### src/rtl/shared_phase_scheduler.sv
// One PHASE_W-bit phase adder time-shared round-robin across NUM_CH channels.
// Define SHARED_PHASE_FRAME_STB_EN to add the per-round o_frame_stb output.
module shared_phase_scheduler #(
   parameter int unsigned NUM_CH  = 4,
   parameter int unsigned PHASE_W = 32
) (
   input  logic                          i_clk,
   input  logic                          i_rst_n,
   input  logic [NUM_CH*PHASE_W-1:0]     i_phase_delta,
   input  logic [NUM_CH-1:0]             i_delta_valid,
   input  logic [NUM_CH-1:0]             i_enable,
   input  logic [NUM_CH-1:0]             i_sync,
   output logic [PHASE_W-1:0]            o_phase,
   output logic [$clog2(NUM_CH)-1:0]     o_phase_ch,
   output logic                          o_phase_valid,
`ifdef SHARED_PHASE_FRAME_STB_EN
   output logic [NUM_CH-1:0]             o_wrap_stb,
   output logic                          o_frame_stb
`else
   output logic [NUM_CH-1:0]             o_wrap_stb
`endif
);

   localparam int unsigned CH_W = $clog2(NUM_CH);

   logic [CH_W-1:0]    slot;
   logic [PHASE_W-1:0] phase [NUM_CH];
   logic [PHASE_W-1:0] delta [NUM_CH];
   logic [NUM_CH-1:0]  pend_sync;

   logic               sync_now;
   logic               en_now;
   logic               carry;
   logic [PHASE_W-1:0] sum;
   logic [PHASE_W-1:0] phase_next;
   logic [NUM_CH-1:0]  slot_hot;
   logic [NUM_CH-1:0]  wrap_next;

   // A sync arriving in the channel's own slot is honoured immediately and beats the add.
   always_comb begin
      slot_hot         = '0;
      slot_hot[slot]   = 1'b1;
      sync_now         = pend_sync[slot] | i_sync[slot];
      en_now           = i_enable[slot];
      {carry, sum}     = {1'b0, phase[slot]} + {1'b0, delta[slot]};
      phase_next       = phase[slot];
      wrap_next        = '0;
      if (sync_now) begin
         phase_next = '0;
      end else if (en_now) begin
         phase_next = sum;
         wrap_next  = carry ? slot_hot : '0;
      end
   end

   always_ff @(posedge i_clk or negedge i_rst_n) begin
      if (!i_rst_n) begin
         slot          <= '0;
         pend_sync     <= '0;
         o_phase       <= '0;
         o_phase_ch    <= '0;
         o_phase_valid <= 1'b0;
         o_wrap_stb    <= '0;
         for (int unsigned c = 0; c < NUM_CH; c++) begin
            phase[c] <= '0;
            delta[c] <= '0;
         end
      end else begin
         slot        <= (slot == CH_W'(NUM_CH - 1)) ? '0 : slot + 1'b1;
         phase[slot] <= phase_next;
         pend_sync   <= (pend_sync | i_sync) & ~(sync_now ? slot_hot : '0);
         for (int unsigned c = 0; c < NUM_CH; c++) begin
            if (i_delta_valid[c]) delta[c] <= i_phase_delta[c*PHASE_W +: PHASE_W];
         end
         o_phase_valid <= en_now;
         o_wrap_stb    <= wrap_next;
         // Disabled slots leave the last reported phase/channel on the bus.
         if (en_now) begin
            o_phase    <= phase_next;
            o_phase_ch <= slot;
         end
      end
   end

`ifdef SHARED_PHASE_FRAME_STB_EN
   always_ff @(posedge i_clk or negedge i_rst_n) begin
      if (!i_rst_n) o_frame_stb <= 1'b0;
      else          o_frame_stb <= (slot == '0);
   end
`endif

endmodule

### config.mk
export PLATFORM = sky130hd
export DESIGN_NAME = shared_phase_scheduler
export DESIGN_NICKNAME = d
export VERILOG_FILES = /design/src/rtl/shared_phase_scheduler.sv
export SDC_FILE = /design/constraint.sdc
export NUM_CORES = 1
export LEC_CHECK = 0
export CORE_ASPECT_RATIO = 1.4
export CORE_UTILIZATION = 55
export CTS_BUF_LIST = sky130_fd_sc_hd__clkbuf_2 sky130_fd_sc_hd__clkbuf_4 sky130_fd_sc_hd__clkbuf_8
export CTS_CLUSTER_SIZE = 28
export DETAILED_ROUTE_END_ITERATION = 10
export GPL_TIMING_DRIVEN = 0
export PLACE_DENSITY_LB_ADDON = 0.05
export SYNTH_ARGS = -nofsm -noshare
export SYNTH_HDL_FRONTEND = slang
export SYNTH_SLANG_ARGS = --single-unit
### constraint.sdc
create_clock -name i_clk -period 5.8 [get_ports i_clk]
set_clock_uncertainty 0.05 [all_clocks]
set_input_delay 1.74 -clock i_clk [delete_from_list [all_inputs] [get_ports i_clk]]
set_output_delay 1.74 -clock i_clk [all_outputs]
set_load 0.02 [all_outputs]
==> results.yml <==
status:
  status: "completed"
setup_path:
  crit_type: "flip-flop to flip-flop"
  path_delay_family: "buffers and inverters"
  end_kind: "flip-flop"
  rrSetupSlack_ps: 480
  cp_cell_sequence: "buf_1 > clkbuf_2 > clkbuf_1 > mux4_2 > ha_1 > clkbuf_1 > nand4_1 > nor2_1 > nand2_1 > a211oi_1 > nor2_1 > a211oi_1 > a21oi_1"
  worstSetupStartpoint: "slot[1]$_DFF_PN0_"
  cp-endpoint: "phase[31]$_DFFE_PN0P_"
  rr_worst_depth: 13
  worstPathBufferInverterCount: 4
  cp_max_fo: 10
  cp.arrival_ps: 5690
  crit_required_ps: 6180
  slowest_delay_ps: 660
  slowest_stage: "buf_1"
  r2r_end: "phase[31]$_DFFE_PN0P_"
  rr_startpoint: "slot[1]$_DFF_PN0_"
  startpoint_type: "flip-flop"
  worst-path-stages: 13
sta:
  setup_slack_ps: 483
  setup_tns_ps: 0
  max_freq_mhz: 188
  setup_violations: 0
  rsz0062_at_grt: "false"
  worst_pin_slew_ps: 1050
  slew_headroom_pct: 29.9
  fin_crit_ps: 5320
  final_hold_viol_count: 0
  finalCritPeriodShare_pct: 91.7
  slew_violations: 0
die:
  die_h_um: 199
  core_um2: 27000
  start_util_pct: 56.3
  die_area_um2: 28300
  rows: 71
  die_w_um: 143
  pin_count: 181
pwr:
  total_power_mw: 4.77
  vdd_drop_max_mv: 0.225
  p_per_area_nw_per_um2: 258
  p_leak_nw: 8.00
drt:
  ant_nets: 0
  top_layer_used: "met4"
  wl_per_cell_um: 23.4
  wl_met1_mm: 16.4
  drc: 0
  met2WireLength_mm: 21.7
  drt-initial-drc-count: 580
  finalWirelength_mm: 43.4
  wl_met3_mm: 2.60
  vias: 11336
  avgViaCountPerCell: 6.12
  firstDrtPassIters: 5
cts:
  insertion_delay_ps: 590
  clk_pin_slew_worst_paths_ps: 60
  cts_tree: "yes"
  clockBufferDepth: 3
  clkSinkCount: 301
  holdBufCountCts: 0
  cts_root_buf: "clkbuf_8"
  cts_made_buffers: 48
  htreeDepth: 2
yosys:
  synth_top_area_cell: "dfrtp_1"
  ys_ff_latch: 301
  syn_nets: 1401
  ys_seq_area_share_pct: 49.5
  synth.cells.most_frequent: "301 x dfrtp_1, 169 x mux2_2, 73 x nand2_1"
  synth_warnings: 0
  yosys_most_used_dff: "dfrtp_1"
  yosysMostFrequentCell: "dfrtp_1"
  synthTopCellsByArea: "dfrtp_1 50%, mux2_2 13%, mux4_2 9.8%"
  synth_edf_count: 0
  synth.distinct_cells: 66
  async_flop_share_pct: 100
  avgSynthCellArea_um2: 12.4
  syn_area_um2: 15200
  yosysTopAreaCellShare_pct: 49.5
  syn-instance-count: 1222
grt:
  grt_usage_pct: 32.3
  grt_pass1_wl_mm: 67.5
  antenna_found_initial: 0
  grt_pass1_vias: 11932
  overflow: 0
  grt_max_degree: 122
finish:
  post-route-util_pct: 68.6
  layout-drive-gt1-share_pct: 25.2
  area_growth_pct: 21.7
  final_nets: 1629
  n_antenna_cell: 0
placed_design:
  pre_cts_ws_ps: 290
  portBuffers: 176
  place.gp.congestion: 0.941
  hpwl_mm: 31.8
job:
  maxCapViolCount: 0
hold_path:
  hp-class: "flip-flop to flip-flop"
[power breakdown]
group | leakage, nW | total (mW) | switching [mW] | internal (mW)
registers | 3.88 | 2.26 | 0.0551 | 2.21
logic | 3.57 | 0.585 | 0.294 | 0.290
clock network | 0.546 | 1.92 | 0.850 | 1.07
total | 8.00 | 4.77 | 1.20 | 3.57
[how the worst min path moves through the flow]
| stage | startpoint | endpoint | slack (ps) | cells past startpoint |
|---|---|---|---|---|
| 2_1_floorplan | phase[52]$_DFFE_PN0P_ | phase[52]$_DFFE_PN0P_ | 410 | 2 |
| 3_3_place_gp | o_phase_ch[0]$_DFFE_PN0P_ | o_phase_ch[0]$_DFFE_PN0P_ | 410 | 2 |
| 3_5_place_dp | o_phase[30]$_DFFE_PN0P_ | o_phase[30]$_DFFE_PN0P_ | 420 | 2 |
| 4_1_cts | o_phase[30]$_DFFE_PN0P_ | o_phase[30]$_DFFE_PN0P_ | 430 | 2 |
| 5_1_grt | o_phase[30]$_DFFE_PN0P_ | o_phase[30]$_DFFE_PN0P_ | 460 | 2 |
| 6_report | o_phase[30]$_DFFE_PN0P_ | o_phase[30]$_DFFE_PN0P_ | 420 | 2 |
[placed cells by master, fill, tap and decap left out, drive strengths merged, types with 5 or more instances in the layout]
cell type and n:
a41oi 5, o21a 7, mux4 66, ha 36, and2 8, xor2 9, or2 7, a21boi 7
clkdlybuf4s50 175, clkbuf 119, nand3 12, inv 44, or3 8, or4 5, buf 38, nor3 5
clkinv 8, xnor2 12, nand2 73, a22o 18, a211oi 8, mux2i 24, a21o 14, o22ai 34
a221o 9, and3 13, nor2 46, o2111ai 5, o21ai 64, a32o 7, o31ai 9, dfrtp 301
mux2 169, a21oi 66, nor2b 10, nand4 8
[worst min-delay path, cell delays in order (launching register included)]
cell and delay [ps]:
dfrtp_1 340, nand2_1 50, o31ai_1 50
[cell families after synthesis]
logic type,share of synthesized area [%]
AND/OR/NAND/NOR,6.42
flip-flops,49.5
buffers and inverters,3.22
multiplexers,23.9
AO/OA/AOI/OAI,12.5
adder cells (fa/ha/maj),3.09
XOR/XNOR,1.36
[per-stage QoR]
stage | instances | instance area [µm²] | hold slack (ps)
floorplan | 1222 | 15200 | 411
global placement | 1763 | 17400 | 414
detailed placement | 1765 | 17500 | 419
CTS | 1851 | 18500 | 431
global route | 1851 | 18500 | 455
finish | 1851 | 18500 | 422
[cell type report]
class                           count  area (µm²)
Clock inverter                     11        85.1
Buffer                             79         327
Clock buffer                       75         938
Fill cell                        2090        8490
Inverter                           44         165
Multi-Input combinational cell    798        7190
Tap cell                          365         457
Sequential cell                   301        7530
Timing Repair Buffer              178        1820
[state kept, by name, indices dropped and copies added, names as in the netlist]
register / count
pend_sync: 4
o_wrap_stb: 4
phase: 128
o_phase: 32
o_phase_ch: 2
slot: 2
o_phase_valid: 1
delta: 128
[what timing repair did]
action / CTS / global route
setup endpoints to repair: 0 / 4
hold endpoints to repair: 0 / 0
gates resized for setup: 0 / 1
setup buffers: 0 / 0
[per-layer routing]
metal | up-vias | GRT usage [%]
met5 | - | 0
met4 | 0 | 19.9
met3 | 138 | 6.67
met2 | 434 | 54.2
met1 | 5747 | 38.1
li1 | 5017 | -
Note: power is estimated with default switching activity, not from simulation.
